### src/rtl/toggle_pulse_decoder_pkg.sv
// -----------------------------------------------------------------------------
// toggle_pulse_decoder_pkg
// Shared definitions for the toggle pulse decoder:
//   state_t        - event handshake FSM states (IDLE, PEND, OVR)
//   CNT_W_DEFAULT  - default width of the event counter
// -----------------------------------------------------------------------------
package toggle_pulse_decoder_pkg;

  typedef enum logic [1:0] {
    IDLE = 2'd0,  // no event held
    PEND = 2'd1,  // one event waiting for ack
    OVR  = 2'd2   // event waiting for ack, at least one more arrived meanwhile
  } state_t;

  localparam int CNT_W_DEFAULT = 8;

endpackage : toggle_pulse_decoder_pkg

### src/rtl/toggle_sync.sv
// -----------------------------------------------------------------------------
// toggle_sync
// Input stage of the toggle pulse decoder: brings t_in into the clock domain,
// keeps the previous sample and raises a one-cycle pulse on every level change.
//
// Build option: define TOGGLE_DEC_SYNC_EN to put a two-flop synchronizer in
// front of `cur` (needed when t_in is asynchronous). Without it t_in is
// registered once straight into `cur` and latency is one cycle shorter.
//
// Ports:
//   clock  in   system clock, rising edge
//   reset  in   asynchronous active-high reset
//   t_in   in   toggle-encoded level from the remote T-FF
//   cur    out  registered (synchronized) sample of t_in
//   pulse  out  one-cycle strobe per detected level change
// -----------------------------------------------------------------------------
module toggle_sync (
  input  logic clock,
  input  logic reset,
  input  logic t_in,
  output logic cur,
  output logic pulse
);

  logic prev;
  logic armed;
  logic cur_d;        // value `cur` loads at the next edge
  logic cur_d_valid;  // cur_d is a real t_in sample, not a reset leftover

`ifdef TOGGLE_DEC_SYNC_EN
  logic s1;
  logic s1_valid;

  always_ff @(posedge clock or posedge reset) begin
    if (reset) begin
      s1       <= 1'b0;
      s1_valid <= 1'b0;
    end else begin
      s1       <= t_in;
      s1_valid <= 1'b1;
    end
  end

  assign cur_d       = s1;
  assign cur_d_valid = s1_valid;
`else
  assign cur_d       = t_in;
  assign cur_d_valid = 1'b1;
`endif

  // While disarmed, prev tracks the value cur is about to load, so the first
  // real sample after reset is compared with itself and cannot look like a
  // toggle. Arming waits until that sample has made it through the stage,
  // which keeps a t_in held at 1 through reset silent even with the
  // synchronizer (whose flops come out of reset at 0).
  always_ff @(posedge clock or posedge reset) begin
    // NOTE: all state here uses non-blocking assignments so that prev sees
    // the old value of cur in the same edge, exactly as the flops would.
    if (reset) begin
      cur   <= 1'b0;
      prev  <= 1'b0;
      armed <= 1'b0;
    end else begin
      cur <= cur_d;
      if (!armed) begin
        prev  <= cur_d;
        armed <= cur_d_valid;
      end else begin
        prev <= cur;
      end
    end
  end

  assign pulse = armed & (cur ^ prev);

endmodule : toggle_sync

### src/rtl/toggle_pulse_decoder.sv
// -----------------------------------------------------------------------------
// toggle_pulse_decoder
// Recovers level changes on a toggle-encoded wire as single-cycle pulses,
// holds each event in a pending/ack handshake, flags overruns and counts
// events since reset.
//
// Build option: TOGGLE_DEC_SYNC_EN (see toggle_sync) selects the two-flop
// synchronizer input stage.
//
// Parameters:
//   CNT_W     width of the event counter
//   SATURATE  0 = counter wraps, 1 = counter sticks at all-ones
//
// Ports:
//   clock    in   system clock, rising edge
//   reset    in   asynchronous active-high reset
//   t_in     in   toggle-encoded level (may be asynchronous)
//   ack      in   consumer acknowledge, sampled on the rising edge
//   level    out  recovered copy of t_in
//   pulse    out  one-cycle strobe per detected toggle
//   pending  out  an unacknowledged event is held
//   overrun  out  a toggle arrived while an event was pending
//   count    out  toggles detected since reset
// -----------------------------------------------------------------------------
module toggle_pulse_decoder
  import toggle_pulse_decoder_pkg::*;
#(
  parameter int CNT_W    = CNT_W_DEFAULT,
  parameter bit SATURATE = 1'b0
) (
  input  logic             clock,
  input  logic             reset,
  input  logic             t_in,
  input  logic             ack,
  output logic             level,
  output logic             pulse,
  output logic             pending,
  output logic             overrun,
  output logic [CNT_W-1:0] count
);

  state_t state;

  toggle_sync u_sync (
    .clock (clock),
    .reset (reset),
    .t_in  (t_in),
    .cur   (level),
    .pulse (pulse)
  );

  // Handshake FSM. pending/overrun are registered alongside the state so the
  // outputs are glitch-free and change only at the edge that moves the state.
  always_ff @(posedge clock or posedge reset) begin
    if (reset) begin
      state   <= IDLE;
      pending <= 1'b0;
      overrun <= 1'b0;
    end else begin
      case (state)
        IDLE: begin
          if (pulse) begin
            state   <= PEND;
            pending <= 1'b1;
          end
        end
        PEND: begin
          if (ack && !pulse) begin
            state   <= IDLE;
            pending <= 1'b0;
          end else if (!ack && pulse) begin
            state   <= OVR;
            overrun <= 1'b1;
          end
          // ack together with a new pulse: the new event replaces the old one
        end
        OVR: begin
          if (ack) begin
            state   <= pulse ? PEND : IDLE;
            pending <= pulse;
            overrun <= 1'b0;
          end
        end
        default: begin
          state   <= IDLE;
          pending <= 1'b0;
          overrun <= 1'b0;
        end
      endcase
    end
  end

  // Event counter, independent of the handshake state.
  always_ff @(posedge clock or posedge reset) begin
    if (reset) begin
      count <= '0;
    end else if (pulse) begin
      if (!(SATURATE && (&count))) begin
        count <= count + 1'b1;
      end
    end
  end

endmodule : toggle_pulse_decoder

### config.mk
export PLATFORM = sky130hd
export DESIGN_NAME = toggle_pulse_decoder
export DESIGN_NICKNAME = d
export VERILOG_FILES = /design/src/rtl/toggle_pulse_decoder_pkg.sv /design/src/rtl/toggle_sync.sv /design/src/rtl/toggle_pulse_decoder.sv
export SDC_FILE = /design/constraint.sdc
export NUM_CORES = 1
export LEC_CHECK = 0
export BUFFER_PORTS_ARGS = -buffer_cell sky130_fd_sc_hd__clkbuf_2
export CAP_MARGIN = 0
export CORE_AREA = 2 2 39 41
export DETAILED_ROUTE_END_ITERATION = 10
export DIE_AREA = 0 0 41 43
export PLACE_DENSITY_LB_ADDON = 0.3
export SLEW_MARGIN = 20
export SYNTH_ARGS = -nofsm -noshare
export SYNTH_HDL_FRONTEND = slang
export SYNTH_SLANG_ARGS = --single-unit
### constraint.sdc
create_clock -name clock -period 4.1 [get_ports clock]
set_input_delay 0.205 -clock clock [delete_from_list [all_inputs] [get_ports clock]]
set_output_delay 0.205 -clock clock [all_outputs]
set_load 0.02 [all_outputs]
==> metrics.txt <==
input/output buffers 15; htree depth 1; Total Routing Usage GR 0.164; drc violations 0; vias in the first global route ~460; FF-to-FF Start u_sync.prev; Multi-input gate area roughly 300 sq um; routed len/inst 12.1 microns; vias post-DR ~500; Pwr Density approximately 600 nW/um^2; Final Hold Viols 0; Die H around 43 microns; Slew Limit Fails 0; synth unique cells 25; Cell Area, Placed around 780 sq um; Net Count, Synth 65; crit path launch type register; Peak Freq 0.587 GHz; initial antenna violation count 0; Worst R2R End state[1]; Antenna Nets Post-Route 0; Seq/Total Area, Yosys 0.542; outcome completed; Syn Inst Count 58; RSZ-0062 raised after global routing false; Slew HR 0.626; post-CTS sizing 0; first-pass GRT wire length about 1800 microns; Critical Path Sink Type output pin; Initial DRT Pass Iterations 2; Arr. time, crit path 1.50 ns; slew of the pin with the lowest slew margin between 0.5 and 0.6 ns; Fin Clk Skew around 0.0037 ns; worst-path maximum fanout 9; Skew-Pair Late Insertion Delay approximately 0.29 ns; Hold Crit Class primary input to register; Die Width ~40 microns; most frequent cells in the layout dfrtp_1 (15), clkbuf_2 (15), xnor2_1 (6); num rows 14; end point of the worst hold path u_sync.cur; clk buf depth 2; Congestion Overflow GR 0; Post-Route Setup TNS 0 ns; GPL Wtd Cong approximately 0.7; Fillers 110; flop-to-flop setup slack about 2.5 ns; layout cell share with drive strength beyond 1 0.299; final-stage net count 85; clock root buffer clkbuf_4; max-cap viol count 0; post-route cell area about 800 sq um; post-synthesis register bit count 15; Tmin final between 1.5 and 2 ns; initial core utilization 0.500; IR drop worst, VDD around 0.27 mV; Post CTS Setup Buffer Count 0; total CTS buffers 3; I/O pin cnt 16; clock transition at the registers of the reported paths about 0.080 ns; CORE AREA between 1000 and 1500 sq um; Leak Pwr about 0.40 nW; Reg2Reg Depth 6; Die ar. roughly 1800 sq um; Final HPWL DP a little over 800 microns; initial DRC count 3; Hold Crit Depth 1; CTS tree built; TritonCTS Sinks 15; Seq. cell area 375 sq um; worst hold path startpoint t_in; period utilization 0.416; ant diodes 0; Inst Count DP just under 90; mapped cell area ~690 sq um; Setup-failing EPs final 0; CP required 3.89 ns; Mean Syn Cell Area between 10 and 15 sq um; total number of yosys warnings 0; Finished Layout Cells 93; largest net degree at the start of global routing 16; CP Class register to output pin; Layout area overhead 18.3%; final wirelength ~1100 microns; vias per cell around 5.3
## cells in the mapped netlist (all sizes together)
library cell,count,area [sq um]
mux2,2,26.3
and4,1,8.76
o21ai,4,20.0
nand2b,2,12.5
xor2,2,25.0
a32o,1,10.0
nand3b,2,15.0
nor3b,1,12.5
nand3,3,15.0
and2,1,6.26
xnor2,6,52.6
a32oi,1,8.76
buf,1,5.00
nand2,4,17.5
ha,3,37.5
nand4,3,18.8
dfrtp,15,375
inv,3,11.3
and3,1,6.26
nor2,1,3.75
conb,1,3.75
## worst max-delay path, cell delays in order (launching register included)
cell and delay [ns]:
dfrtp_1 0.40, xor2_2 0.38, nand2_2 0.16, inv_1 0.10, clkbuf_2 0.17
## registers in the layout (all words and copies together), names as in the netlist
signal / cells
u_sync.prev: 1
u_sync.cur: 1
u_sync.armed: 1
pending: 1
overrun: 1
state: 2
count: 8
## per-stage QoR
stage	hold WS, ns	util	setup slack [ns]	power, mW
2_1_floorplan	0.106	-	2.44	0.354
3_3_place_gp	0.259	0.565	2.55	0.410
3_5_place_dp	0.262	0.565	2.52	0.414
4_1_cts	0.0297	0.591	2.38	0.499
5_1_grt	0.0333	0.591	2.27	0.529
6_report	0.0333	0.591	2.40	0.492
## what timing repair did
action	CTS	global route
setup endpoints to repair	0	0
hold buffers	1	0
hold endpoints to repair	15	0
## logic make-up (layout without fill, tap and decap cells)
family,after synthesis,count (layout),synth area share
flip-flops,15,15,0.542
AO/OA/AOI/OAI,6,6,0.0561
other,1,1,0.00542
multiplexers,2,2,0.0380
AND/OR/NAND/NOR,19,19,0.168
buffers and inverters,4,23,0.0235
adder cells (fa/ha/maj),3,3,0.0543
XOR/XNOR,8,8,0.112
## report_power, final
part | internal (mW) | switching (mW) | total, mW
clock network | 0.0379 | 0.0453 | 0.0832
registers | 0.191 | 0.0464 | 0.237
logic | 0.0750 | 0.0967 | 0.172
total | 0.303 | 0.188 | 0.492
## layer usage
metal,vias up,GRT usage,wire length [microns]
li1,234,-,-
met1,239,0.215,510
met2,12,0.213,514
met3,5,0.0314,50
met4,0,0.160,48
met5,-,0,0
## final cells by class
type / count / share of cell area
flip-flops and latches: 15 / 0.459
repair buffers: 16 / 0.104
inverters: 3 / 0.0138
multi-input cells: 39 / 0.367
well taps: 16 / 0.0245
clock buffers: 4 / 0.0321
## worst max path at each step
stage,start,end,slack (ns)
2_1_floorplan,u_sync.cur,state[1],2.44
3_3_place_gp,u_sync.prev,state[1],2.55
3_5_place_dp,u_sync.prev,state[1],2.52
4_1_cts,u_sync.prev,pulse,2.38
5_1_grt,u_sync.cur,pulse,2.27
6_report,u_sync.prev,pulse,2.40
Note: power is estimated with default switching activity, not from simulation.
